`src/rtl/datapath_pkg.sv`:
```
// ============================================================
// Package : datapath_pkg
// Purpose : widths, depths and select codes shared by the datapath
// Rev     : 1.0
// ============================================================
`default_nettype none

package datapath_pkg;

    localparam int DATA_W    = 8;
    localparam int RF_DEPTH  = 8;
    localparam int MEM_DEPTH = 16;

    typedef enum logic [1:0] {
        MUX_SHIFT = 2'b00,
        MUX_RF    = 2'b01,
        MUX_INPUT = 2'b10,
        MUX_MEM   = 2'b11
    } mux_sel_e;

    typedef enum logic [2:0] {
        ALU_PASS = 3'b000,
        ALU_ADD  = 3'b001,
        ALU_SUB  = 3'b010,
        ALU_AND  = 3'b011,
        ALU_OR   = 3'b100,
        ALU_NOT  = 3'b101,
        ALU_INC  = 3'b110,
        ALU_DEC  = 3'b111
    } alu_sel_e;

    typedef enum logic [1:0] {
        SH_PASS = 2'b00,
        SH_SHL  = 2'b01,
        SH_SHR  = 2'b10,
        SH_ROR  = 2'b11
    } shift_sel_e;

endpackage

`default_nettype wire

```
`src/rtl/datapath_alu.sv`:
```
// ============================================================
// Module  : datapath_alu
// Purpose : combinational ALU followed by the shifter stage
// Rev     : 1.0
// ============================================================
`default_nettype none

module datapath_alu
    import datapath_pkg::*;
(
    input  logic [DATA_W-1:0] a_i,
    input  logic [DATA_W-1:0] b_i,
    input  alu_sel_e          alusel_i,
    input  shift_sel_e        shiftsel_i,
    output logic [DATA_W-1:0] result_o
);

    logic [DATA_W-1:0] w_alu;

    always_comb begin
        w_alu = a_i;
        unique case (alusel_i)
            ALU_PASS: w_alu = a_i;
            ALU_ADD:  w_alu = a_i + b_i;
            ALU_SUB:  w_alu = a_i - b_i;
            ALU_AND:  w_alu = a_i & b_i;
            ALU_OR:   w_alu = a_i | b_i;
            ALU_NOT:  w_alu = ~a_i;
            ALU_INC:  w_alu = a_i + 8'd1;
            ALU_DEC:  w_alu = a_i - 8'd1;
        endcase
    end

    always_comb begin
        result_o = w_alu;
        unique case (shiftsel_i)
            SH_PASS: result_o = w_alu;
            SH_SHL:  result_o = {w_alu[DATA_W-2:0], 1'b0};
            SH_SHR:  result_o = {1'b0, w_alu[DATA_W-1:1]};
            SH_ROR:  result_o = {w_alu[0], w_alu[DATA_W-1:1]};
        endcase
    end

endmodule

`default_nettype wire

```
`src/rtl/datapath.sv`:
```
// ============================================================
// Module  : datapath
// Purpose : accumulator, register file, data memory and output register
// Rev     : 1.0
// ============================================================
`default_nettype none

module datapath
    import datapath_pkg::*;
(
    input  logic        clk_ctrl,
    input  logic        rst_ctrl,
    input  logic [1:0]  muxsel_dp,
    input  logic [7:0]  imm_dp,
    input  logic [7:0]  input_dp,
    input  logic        accwr_dp,
    input  logic [2:0]  rfaddr_dp,
    input  logic        rfwr_dp,
    input  logic [3:0]  mmadr_dp,
    input  logic        mmwr_dp,
    input  logic [2:0]  alusel_dp,
    input  logic [1:0]  shiftsel_dp,
    input  logic        outen_dp,
    output logic        zero_dp,
    output logic        positive_dp,
    output logic [7:0]  output_dp
);

    logic [DATA_W-1:0] acc_q, acc_d;
    logic [DATA_W-1:0] out_q;
    logic [DATA_W-1:0] rf_q  [RF_DEPTH];
    logic [DATA_W-1:0] mem_q [MEM_DEPTH];

    logic [DATA_W-1:0] w_b;
    logic [DATA_W-1:0] w_mem_rd;
    logic [DATA_W-1:0] w_shift;
    logic [DATA_W-1:0] w_mux;
    logic              w_unused_imm;

    assign w_unused_imm = ^imm_dp;

    assign w_b      = rf_q[rfaddr_dp];
    assign w_mem_rd = mem_q[mmadr_dp];

    datapath_alu u_alu (
        .a_i        (acc_q),
        .b_i        (w_b),
        .alusel_i   (alu_sel_e'(alusel_dp)),
        .shiftsel_i (shift_sel_e'(shiftsel_dp)),
        .result_o   (w_shift)
    );

    always_comb begin
        w_mux = w_shift;
        unique case (mux_sel_e'(muxsel_dp))
            MUX_SHIFT: w_mux = w_shift;
            MUX_RF:    w_mux = w_b;
            MUX_INPUT: w_mux = input_dp;
            MUX_MEM:   w_mux = w_mem_rd;
        endcase
    end

    always_comb begin
        acc_d = acc_q;
        if (accwr_dp) begin
            acc_d = w_mux;
        end
    end

    // Every write port samples acc_q, so coincident writes all see the old A.
    always_ff @(posedge clk_ctrl or posedge rst_ctrl) begin
        if (rst_ctrl) begin
            acc_q <= '0;
            out_q <= '0;
            for (int i = 0; i < RF_DEPTH; i++) begin
                rf_q[i] <= '0;
            end
            for (int i = 0; i < MEM_DEPTH; i++) begin
                mem_q[i] <= '0;
            end
        end else begin
            acc_q <= acc_d;
            if (outen_dp) begin
                out_q <= acc_q;
            end
            if (rfwr_dp) begin
                rf_q[rfaddr_dp] <= acc_q;
            end
            if (mmwr_dp) begin
                mem_q[mmadr_dp] <= acc_q;
            end
        end
    end

    assign output_dp   = out_q;
    assign zero_dp     = (acc_q == '0);
    assign positive_dp = ~acc_q[DATA_W-1] & (acc_q != '0);

endmodule

`default_nettype wire

```
`config.mk`:
```
export PLATFORM = sky130hd
export DESIGN_NAME = datapath
export DESIGN_NICKNAME = d
export VERILOG_FILES = /design/src/rtl/datapath_pkg.sv /design/src/rtl/datapath_alu.sv /design/src/rtl/datapath.sv
export SDC_FILE = /design/constraint.sdc
export NUM_CORES = 1
export LEC_CHECK = 0
export ABC_AREA = 0
export BUFFER_PORTS_ARGS = -buffer_cell sky130_fd_sc_hd__buf_2
export CAP_MARGIN = 20
export CORE_ASPECT_RATIO = 1.75
export CORE_MARGIN = 8
export CORE_UTILIZATION = 49
export CTS_CLUSTER_DIAMETER = 150
export CTS_CLUSTER_SIZE = 10
export DETAILED_ROUTE_END_ITERATION = 16
export PLACE_DENSITY = 0.8
export SLEW_MARGIN = 10
export SYNTH_ARGS = -nofsm -noshare
export SYNTH_HDL_FRONTEND = slang
export SYNTH_HIERARCHICAL = 1
export SYNTH_SLANG_ARGS = --single-unit
```
`constraint.sdc`:
```
create_clock -name clk_ctrl -period 5.7 [get_ports clk_ctrl]
set_input_delay 0.285 -clock clk_ctrl [delete_from_list [all_inputs] [get_ports clk_ctrl]]
set_output_delay 0.285 -clock clk_ctrl [all_outputs]
set_load 0.1 [all_outputs]
```
# Word level (Yosys, flattened, before mapping)
# Index checks and enable logic that the tools add are counted.
[totals]
reg_bits = 208
wordCells = 76
in_bits = 36
[op_classes]
magnitude_cmp = 4
n_eq_ne = 13
n_reduce_logical = 7
muxes = 15
bitwise_logic = 7
n_addsub = 4
[ops]
columns = ["cell", "n"]
rows = [
  ["128-bit bitwise mux", 1],
  ["64-bit bitwise mux", 1],
  ["8-bit case mux with 4 select lines", 2],
  ["8-bit case mux with 8 select lines", 1],
  ["8-bit two-way mux", 6],
  ["8-bit binary-select mux with 4-bit select", 1],
  ["8-bit demux with 4-bit select", 1],
  ["8-bit binary-select mux with 3-bit select", 1],
  ["8-bit demux with 3-bit select", 1],
  ["3-bit == test, second input constant", 4],
  ["8-bit by 1-bit adder with 8-bit output, second input constant", 1],
  ["8-bit adder", 1],
  ["8-bit bitwise AND", 1],
  ["2-bit == test, second input constant", 4],
  ["8-bit logical NOT", 1],
  ["8-bit inverter", 1],
  ["8-bit bitwise OR", 1],
  ["8-bit nonzero test", 1],
  ["8-bit by 1-bit subtractor with 8-bit output, second input constant", 1],
  ["8-bit subtractor", 1],
  ["3-bit by 2-bit == test with 1-bit output, second input constant", 2],
  ["5-bit greater-or-equal comparator, second input constant", 1],
  ["5-bit by 1-bit < comparator with 1-bit output, second input constant", 1],
  ["4-bit inverter with 5-bit output", 1],
  ["10 further kinds", 13],
]

# Logic depth before layout (Yosys ltp)
# Gate-level depths: netlist of the first run.
[depth]
ltp_word = 8
ltp_mapped = 24
mapped_depth_nobuf = 22

# By module
# Netlist of the first run, hierarchy kept.
[modules_own_cells]
columns = ["mod", "area_per_inst_um2", "n_inst", "seq_area_each_um2", "cells_each"]
rows = [
  ["datapath", 9755.6, 1, 5205.0, 699],
  ["datapath_alu", 1219.9, 1, 0.0, 200],
]

# Least setup slack after synthesis of the first run
# OpenSTA, ideal clock, no wires.
[synth_path]
kind = "in2reg"
from = "input rfaddr_dp[0]"
to = "register acc_q[6]"
arrival_time_ps = 3605
setup_slack_ps = 2013
path_stages = 19
n_path_buf = 1
cell_sequence = "buf_6 mux4_2 mux2_2 nand2b_1 nor2_1 xnor2_1 a21oi_1 ha_1 a21o_1 or3_1 o21ai_2 xnor2_1 xnor2_1 a211o_2 o311ai_1 nor3_1 nand2_1 o21ai_0 a31oi_1"
[synth_between]
elab_chain_cells = 8
word_cells_on_any_way = 11
cone_classes = "add/sub: 2; mux: 6; bitwise: 3"
[synth_rtl]
columns = ["element", "line", "text"]
rows = [
  ["start, declared", "datapath.sv:17", "input logic [2:0] rfaddr_dp,"],
  ["3-bit inverter with 4-bit output (implied by the code) (*)", "datapath.sv:42", "assign w_b = rf_q[rfaddr_dp];"],
  ["8-bit binary-select mux with 3-bit select (*)", "datapath.sv:42", ""],
  ["8-bit two-way mux (implied by the code) (*) (2 in series)", "datapath.sv:42", ""],
  ["via w_b[2]", "datapath.sv:34", "logic [DATA_W-1:0] w_b;"],
  ["8-bit subtractor or 8-bit adder (tied branches)", "datapath_alu.sv:25, datapath_alu.sv:24", ""],
  ["8-bit case mux with 8 select lines (*)", "datapath_alu.sv:22", "unique case (alusel_i)"],
  ["8-bit case mux with 4 select lines (*)", "datapath_alu.sv:36", "unique case (shiftsel_i)"],
  ["via w_shift[6]", "datapath.sv:36", "logic [DATA_W-1:0] w_shift;"],
  ["8-bit case mux with 4 select lines (*)", "datapath.sv:55", "unique case (mux_sel_e'(muxsel_dp))"],
  ["end signal, assigned", "datapath.sv:73", "acc_q <= '0;"],
  ["end signal, assigned", "datapath.sv:82", "acc_q <= acc_d;"],
  ["end, declared", "datapath.sv:29", "logic [DATA_W-1:0] acc_q, acc_d;"],
]
# Mark *: on every way through the listed nets, which the timed path passes. The rest lies on a longest branch. The select of a mux whose other input is x is not followed.
# A chain may end at the register's enable or synchronous reset.

# Worst setup path after layout of the first run
[layout_path]
from = "input rfaddr_dp[0]"
to = "register acc_q[4]"
# Same word-level chain as after synthesis.

==> metrics.cfg, run 1 <==
[status]
status = finished, final reports clean

[layout]
stdcell_count = 1198
nets = 947
area_delta_synth_final_pct = 8.801
final.fill_count = 1807
stdcell_area_um2 = 11940
num_antenna_cells = 0
multi_input_area_um2 = 5403
drive_above_1_share_pct = 36.47
seq_area_um2 = 5205

[synth]
syn_inst = 899
yosys_warnings = 6
yosysMostFrequentCell = mux2_2
synth_seq_cells = 208
synth_area_um2 = 10980
avgSynthCellArea_um2 = 12.21
synth_cell_types = 62
ys.flop_type = dfrtp_1
synth_top_cells_by_area = dfrtp_1 (47%), mux2_2 (22%), mux4_2 (4.9%)
synth.top_cell.area_share_pct = 47.42
synth_edf_count = 0
synth_nets = 944
async_reset_ff_share_pct = 100.0
ys_seq_area_share_pct = 47.42
synth_common_cells = mux2_2 (212), dfrtp_1 (208), mux2i_1 (42)
synth.largest_area_cell = dfrtp_1

[worst_setup_path]
crit_path_max_incr_delay_ps = 690
crit_type = in2reg
cp_max_fo = 30
worstPathArrival_ps = 4810
worstSetupStartpointType = primary input
crit_chain = buf_2, mux2i_1, a22o_1, nor2_1, inv_1, ha_1, a21oi_1, ha_1, nor2b_1, o21a_1, nor3_1, o311ai_1, a311oi_1, mux2_2, mux2i_1, nor3_1, nand2_1, o21ai_0, a31oi_1
cp-end-kind = flip-flop
rrSetupSlack_ps = 1460
required_ps = 6070
slowest_stage = a311oi_1

[timing]
hold_ws_ps = 212.8
rsz0062_at_grt = false
post-route-min-period_ps = 4443
setup_viol = 0
min_period_over_period_pct = 77.94
setup_tns_ps = 0
fmax_mhz = 225.1
drv_slew = 0
finalHoldViolCount = 0
slew_headroom_pct = 24.27
skew_ps = 7.326
worst_pin_slew_ps = 1136

[routing]
post_drt_via_cell_ratio = 6.064
drt_iter0_drc = 463
wirelength_um = 24880
drtAntennaViolNets = 0
remaining_drc_errors = 0
drtPass1Iterations = 6
routedWlPerCell_um = 20.76
routed-via-count = 7265

[floorplanning]
die_y_um = 214.0
dieArea_um2 = 27630
dieWidth_um = 129.1
fp-row-count = 72
start_util_pct = 49.73
core_um2 = 22070
ios = 46

[pwr]
p_per_area_nw_per_um2 = 427.0
leakage_nw = 5.028
ir_worst_vdd_uv = 259.2

[grt]
antenna_found_initial = 0
grt_pass1_vias = 7605
overflow = 0
grt_pass1_wl_um = 40250
grtUsageTotal_pct = 18.27
grt_start_max_net_pins = 208

[placed_design]
dp_hpwl_um = 16860
portBuffers = 37
place_inst = 1171
gp_congestion = 0.8959
place_area_um2 = 11290

[clock_tree]
cts_htree_levels = 1
cts_buffer_depth = 3
numCtsBuffers = 24
clock_sinks = 208
cts_tree = done
clockRootBuffer = clkbuf_16
clkTransAtPathRegs_ps = 50
insertion_delay_ps = 500

[hold_path]
min_path_type = in2async

[run]
drv_cap = 0

## stage by stage
| stage | utilization [%] | setup slack, ps | power, W |
|---|---|---|---|
| 2_1_floorplan | - | 2013 | 0.003408 |
| 3_3_place_gp | 51.16 | 833.2 | 0.003715 |
| 3_5_place_dp | 51.16 | 742.9 | 0.003809 |
| 4_1_cts | 54.10 | 1243 | 0.005124 |
| 5_1_grt | 54.10 | 1047 | 0.005374 |
| 6_report | 54.10 | 1257 | 0.005099 |
## power breakdown
part / switching [W] / internal (W) / total, W
clock network: 0.000524 / 0.000777 / 0.00130
registers: 0.000239 / 0.00196 / 0.00220
logic: 0.000837 / 0.000762 / 0.00160
total: 0.00160 / 0.00350 / 0.00510
## flip-flops by register name (all words and copies together) (netlist names)
signal,count
acc_q,8
rf_q,64
mem_q,128
output_dp,8
## cell usage in the layout (no fill, tap or decap), types with 3 or more instances in the layout
cell type	netlist	routed
xnor2_1	4	4
a21oi_1	27	27
a22oi_1	11	11
or3_1	9	9
and2_1	3	3
nor3_2	3	3
mux2_2	212	212
buf_4	8	9
nand3b_1	3	3
nor3_1	15	15
nor3b_1	3	3
nand3_1	13	13
clkbuf_16	0	25
o21ai_0	28	28
a31oi_1	13	13
dfrtp_1	208	208
ha_1	8	8
nor2_2	9	9
o22ai_1	10	10
xor2_1	5	5
nand4b_1	3	3
nand2_1	41	41
mux4_2	24	24
nand4_1	4	4
nor2_1	41	41
nand2b_1	12	12
nor2b_1	15	15
a21o_1	3	3
a22o_1	12	12
a221oi_1	3	3
mux2i_1	42	42
buf_2	21	37
inv_1	8	7
## cells by family (layout without fill, tap and decap cells)
logic type	Yosys count	count (layout)	share of synthesized area, %
xor+xnor	9	9	0.7181
simple gates	183	183	8.675
mux	280	280	30.98
flops	208	208	47.42
compound gates	129	129	7.752
fa+ha+maj	9	9	1.094
buf+inv	81	84	3.352
## worst paths after layout
check	depth (start not counted)	startpoint	end
max	19	rfaddr_dp[0]	acc_q[4]
min	3	rst_ctrl	mem_q[124]
max reg2reg	18	rf_q[32]	acc_q[4]
min reg2reg	1	rf_q[44]	rf_q[44]
max in group asynchronous	4	rst_ctrl	mem_q[15]
min in group clk_ctrl	2	outen_dp	output_dp[6]
## critical path: cells and delay by family
family	cells	cell delay [ps]
AND/OR/NAND/NOR	5	920
buffers and inverters	2	730
AO/OA/AOI/OAI	7	1700
multiplexers	3	590
adder cells (fa/ha/maj)	2	580
## layout make-up
type,instances,area share (%)
well taps,296,3.101
repair buffers,48,2.368
multi-input cells,610,45.24
clock buffers,26,5.354
inverters,10,0.3458
flip-flops and latches,208,43.59
## timing repair
| action | in CTS | in global routing |
|---|---|---|
| hold endpoints to repair | 1 | 0 |
| hold buffers | 1 | 0 |
| resized for setup | 0 | 0 |
| endpoints found under the setup margin | 0 | 0 |
| setup buffers | 0 | 0 |
## metal layers
metal	global-route usage (%)	part of all wire [%]
met1	20.99	39
met2	31.27	51
met3	2.266	4.1
met4	11.30	6.2
met5	0	0
Power figures use the tool's default switching activity.
==> run 2, diff against run 1 <==
--- a/config.mk
+++ b/config.mk
@@ -14,7 +14,7 @@
 export CTS_CLUSTER_DIAMETER = 150
 export CTS_CLUSTER_SIZE = 10
 export DETAILED_ROUTE_END_ITERATION = 16
-export PLACE_DENSITY = 0.8
+export PLACE_DENSITY = 0.78
 export SLEW_MARGIN = 10
 export SYNTH_ARGS = -nofsm -noshare
 export SYNTH_HDL_FRONTEND = slang
==> constraint.sdc (replaced) <==
create_clock -name clk_ctrl -period 4.4 [get_ports clk_ctrl]
set_input_delay 0.22 -clock clk_ctrl [delete_from_list [all_inputs] [get_ports clk_ctrl]]
set_output_delay 0.22 -clock clk_ctrl [all_outputs]
set_load 0.1 [all_outputs]
==> run 2 against run 1 <==
  * Non-clock buffer count is 24 higher
  * Critical path type is now reg2reg
  * Largest power group unchanged
  * Combinational power is 35% higher
  * Largest cell class unchanged
  * Die area stayed put
  * Clock skew is 4.9 ps higher
  * Cell area is 1.7% higher
  * Routed wire length is 6.9% higher
==> metrics.cfg, run 2 (same netlist as run 1, synthesis figures left out) <==
[layout]
post-route-util_pct = 55.03
stdcell_area_um2 = 12150
top_register = mem_q
final_cell_mix = mux2_2 (212), dfrtp_1 (208), mux2i_1 (42)
final.fill_count = 1814
stdcell_count = 1222
reg_top3 = mem_q x128, rf_q x64
area_delta_synth_final_pct = 10.67
largest_register_ffs = 128
final_common_cell = mux2_2
nets = 971
num_antenna_cells = 0
drive_above_1_share_pct = 38.12

[worst_setup_path]
cp-end-kind = flip-flop
crit_type = reg2reg
cp_max_fo = 5
r2r_cells = 19
required_ps = 4800
worstSetupStartpointType = flip-flop
worstPathArrival_ps = 4470

[timing]
drv_slew = 0
setup_tns_ps = 0
rsz0062_at_grt = false
finalHoldViolCount = 0
min_period_over_period_pct = 92.62
setup_viol = 0
post-route-min-period_ps = 4075
skew_ps = 12.27
fmax_mhz = 245.4
slew_headroom_pct = 44.93
worst_pin_slew_ps = 822.5

[routing]
wirelength_um = 26600
remaining_drc_errors = 0
drtPass1Iterations = 5
routed-via-count = 7406
routedWlPerCell_um = 21.77
post_drt_via_cell_ratio = 6.061
drt_iter0_drc = 478
drtAntennaViolNets = 0

[grt]
overflow = 0
grt_pass1_vias = 7737
grtUsageTotal_pct = 19.59
grt_pass1_wl_um = 42250
antenna_found_initial = 0
grt_start_max_net_pins = 126

[clock_tree]
cts_htree_levels = 1
cts_resized = 0
numCtsBuffers = 24
clockRootBuffer = clkbuf_16
cts_buffer_depth = 3
clkTransAtPathRegs_ps = 60
clock_sinks = 208
cts_tree = done
insertion_delay_ps = 520

[floorplanning]
dieArea_um2 = 27630
dieWidth_um = 129.1
start_util_pct = 49.73
fp-row-count = 72
ios = 46
die_y_um = 214.0
core_um2 = 22070

[placed_design]
gp_congestion = 0.8664
portBuffers = 37
place_inst = 1194
place_area_um2 = 11480
dp_hpwl_um = 18170

[status]
status = finished, final reports clean

[pwr]
ir_worst_vdd_uv = 294.9
p_per_area_nw_per_um2 = 555.9
leakage_nw = 5.153

[hold_path]
min_path_type = in2reg
holdPathStages = 2

[run]
drv_cap = 0

## run 2: per-stage QoR
step	hold slack [ps]	total power, W	worst slack, ps
3_3_place_gp	478.2	0.004911	226.8
2_1_floorplan	458.4	0.004415	777.7
4_1_cts	131.8	0.006775	347.4
6_report	130.6	0.006753	324.8
3_5_place_dp	485.5	0.005035	193.9
5_1_grt	137.7	0.007093	9.105
## run 2: critical path, cell delays in order (launching register included)
cell and delay (ps):
dfrtp_1 360, mux4_1 580, mux2_2 350, nand2b_1 190, nor4_1 240, xor2_1 190, nand2_1 70, o21ai_0 100
ha_1 310, nor2b_1 150, o21ai_0 70, o31ai_1 110, a221oi_1 410, buf_4 200, mux2i_1 60, a22o_1 180
nor3_1 140, nand2_1 90, o21ai_0 90, a31oi_1 50
## run 2: timing repair
item                                   CTS  global route
endpoints found under the hold margin   42             0
buffers inserted                         0             0
hold buffers                             1             0
## run 2: final timing paths
check,slack [ps],startpoint,endpoint
setup / recovery,320,rf_q[34],acc_q[7]
hold / removal,130,outen_dp,output_dp[0]
setup reg to reg,320,rf_q[34],acc_q[7]
hold reg to reg,490,rf_q[34],rf_q[34]
max in group asynchronous,2950,rst_ctrl,mem_q[78]
min in group asynchronous,240,rst_ctrl,mem_q[101]
## run 2: report_power, final
part | switching (W) | total (W) | internal [W] | leakage, nW
Sequential | 0.000331 | 0.00287 | 0.00254 | 2.50
Combinational | 0.00110 | 0.00216 | 0.00106 | 2.34
Clock | 0.000711 | 0.00172 | 0.00101 | 0.315
## run 2: layout make-up
cell class              instances  area (µm²)  area share (%)
clock buffers                  26       639.4           5.264
repair buffers                 72       488.0           4.017
well taps                     296       370.4           3.049
multi-input cells             610        5403           44.48
flip-flops and latches        208        5205           42.85
inverters                      10       41.29          0.3399
## run 2: routing by layer
layer  share of wire, %  GRT usage (%)  wire length [µm]  up-vias
li1                   -              -                 -     3337
met1                 37          21.83              9951     3764
met2                 52          33.69             13840      235
met3                4.2          2.291              1108       70
met4                6.4          13.67              1706        0
met5                  0              0                 0        -
==> run 3, diff against run 2 <==
--- a/config.mk
+++ b/config.mk
@@ -8,13 +8,16 @@
 export ABC_AREA = 0
 export BUFFER_PORTS_ARGS = -buffer_cell sky130_fd_sc_hd__buf_2
 export CAP_MARGIN = 20
+export CELL_PAD_IN_SITES_DETAIL_PLACEMENT = 0
+export CELL_PAD_IN_SITES_GLOBAL_PLACEMENT = 1
 export CORE_ASPECT_RATIO = 1.75
 export CORE_MARGIN = 8
 export CORE_UTILIZATION = 49
 export CTS_CLUSTER_DIAMETER = 150
 export CTS_CLUSTER_SIZE = 10
 export DETAILED_ROUTE_END_ITERATION = 16
-export PLACE_DENSITY = 0.78
+export PLACE_DENSITY = 0.89
+export RECOVER_POWER = 100
 export SLEW_MARGIN = 10
 export SYNTH_ARGS = -nofsm -noshare
 export SYNTH_HDL_FRONTEND = slang
==> run 3 against run 2 <==
  * The run now ends with max-capacitance violations, max-slew violations left
  * Clock power about the same
  * Setup slack got worse by 88 ps
  * Final cell count decreased by 0.57%
  * Non-clock buffer count down 7
  * Worst hold slack better by 5.4 ps
  * Global-route usage shrank 0.50 points
  * Critical path type unchanged
  * Critical endpoint is now acc_q[4]
==> metrics.cfg, run 3 (same netlist as run 1, synthesis figures left out) <==
[floorplanning]
ios = 46
fp-row-count = 72
start_util_pct = 49.73
dieWidth_um = 129.1
core_um2 = 22070
dieArea_um2 = 27630
die_y_um = 214.0

[clock_tree]
numCtsBuffers = 24
insertion_delay_ps = 510
cts_buffer_depth = 3
cts_tree = done
clkTransAtPathRegs_ps = 60
clockRootBuffer = clkbuf_16
cts_htree_levels = 1
clock_sinks = 208

[pwr]
p_per_area_nw_per_um2 = 553.1
ir_worst_vdd_uv = 380.0
leakage_nw = 5.042
totalPowerFinal_w = 0.006630

[timing]
setup_viol = 0
finalHoldViolCount = 0
fmax_mhz = 240.2
setup_tns_ps = 0
drv_slew = 211
min_period_over_period_pct = 94.61
post-route-min-period_ps = 4163
rsz0062_at_grt = false
worst_pin_slew_ps = 2404
skew_ps = 14.91
slew_headroom_pct = -60.25

[routing]
drt_iter0_drc = 337
post_drt_via_cell_ratio = 5.910
remaining_drc_errors = 0
routed-via-count = 7181
drtPass1Iterations = 4
wirelength_um = 25520
drtAntennaViolNets = 0
routedWlPerCell_um = 21.01

[grt]
grt_pass1_wl_um = 41740
grtUsageTotal_pct = 19.10
grt_pass1_vias = 7741
grt_start_max_net_pins = 184
overflow = 0
antenna_found_initial = 0

[worst_setup_path]
cp_max_fo = 8
critPathLaunch = rf_q[34]
timing.rr.end = acc_q[4]
r2r_cells = 16
required_ps = 4820
slowest_stage = mux4_1
crit_type = reg2reg
r2r_start = rf_q[34]
worstSetupStartpointType = flip-flop
crit_path_max_incr_delay_ps = 510
rrSetupSlack_ps = 240
crit_chain = mux4_1, mux2_2, or3_1, a41oi_1, ha_1, o21a_1, o21a_1, o311ai_1, a311oi_1, clkbuf_1, mux2_2, mux2i_1, nor3_1, nand2_1, o21ai_0, a31oi_1
worstPathArrival_ps = 4580
cp-end-kind = flip-flop

[status]
status = finished with violations
violations = max-capacitance violations, max-slew violations

[run]
drv_cap = 2

[layout]
reg_top3 = mem_q x128, rf_q x64
final_cell_mix = mux2_2 (212), dfrtp_1 (208), nor2_1 (50)
post-route-util_pct = 54.31
final_common_cell = mux2_2
stdcell_area_um2 = 11990
largest_register_ffs = 128
nets = 964
top_register = mem_q
area_delta_synth_final_pct = 9.222
num_antenna_cells = 0
drive_above_1_share_pct = 34.28

[hold_path]
min_path_type = in2reg
holdPathStages = 2
hold_start = outen_dp
holdPathEnd = output_dp[3]

[placed_design]
dp_hpwl_um = 17820
gp_congestion = 0.8976
portBuffers = 37
place_area_um2 = 11430

-- run 3: how the worst max path moves through the flow --
| stage | to | slack [ps] | cells after the start |
|---|---|---|---|
| 2_1_floorplan | acc_q[6] | 780 | 19 |
| 3_3_place_gp | acc_q[7] | 120 | 23 |
| 3_5_place_dp | acc_q[7] | 60 | 23 |
| 4_1_cts | acc_q[7] | 250 | 16 |
| 5_1_grt | acc_q[6] | 8 | 19 |
| 6_report | acc_q[4] | 240 | 16 |
-- run 3: worst max-delay path, delay by kind of cell, from the launching register on --
| family | cells | cell delay, ps |
|---|---|---|
| flip-flops | 1 | 370 |
| multiplexers | 4 | 1320 |
| adder cells (fa/ha/maj) | 1 | 340 |
| buffers and inverters | 1 | 170 |
| AO/OA/AOI/OAI | 7 | 1420 |
| AND/OR/NAND/NOR | 3 | 460 |
-- run 3: final cells by class --
cell class	instances	area, µm²
multi-input cells	610	5371
clock buffers	26	639.4
well taps	296	370.4
flip-flops and latches	208	5205
repair buffers	65	362.8
fillers	1851	10080
inverters	10	38.79
-- run 3: where the power goes --
part / leakage, nW / switching, W / internal [W]
Sequential: 2.50 / 0.000330 / 0.00254
Combinational: 2.23 / 0.00106 / 0.00100
Clock: 0.315 / 0.000692 / 0.00101
-- run 3: routing by layer --
layer	global-route usage, %	part of all wire, %	vias up
met5	0	0	-
met4	12.96	6.3	0
met3	2.092	3.4	66
met2	33.57	53	140
met1	20.85	37	3650
li1	-	-	3325
-- run 3: metrics by stage --
step / hold slack (ps) / cells / worst slack (ps)
CTS: 131.4 / 1215 / 253.8
detailed placement: 323.8 / 1188 / 57.78
floorplan: 458.4 / 899 / 777.7
finish: 135.9 / 1215 / 237.1
global placement: 314.9 / 1188 / 122.3
global route: 143.7 / 1215 / 8.169
-- run 3: what timing repair did --
action / CTS / global route
hold endpoints to repair: 25 / 0
endpoints found under the setup margin: 0 / 1
setup buffers: 0 / 0
hold buffers: 1 / 0
resized for setup: 0 / 2
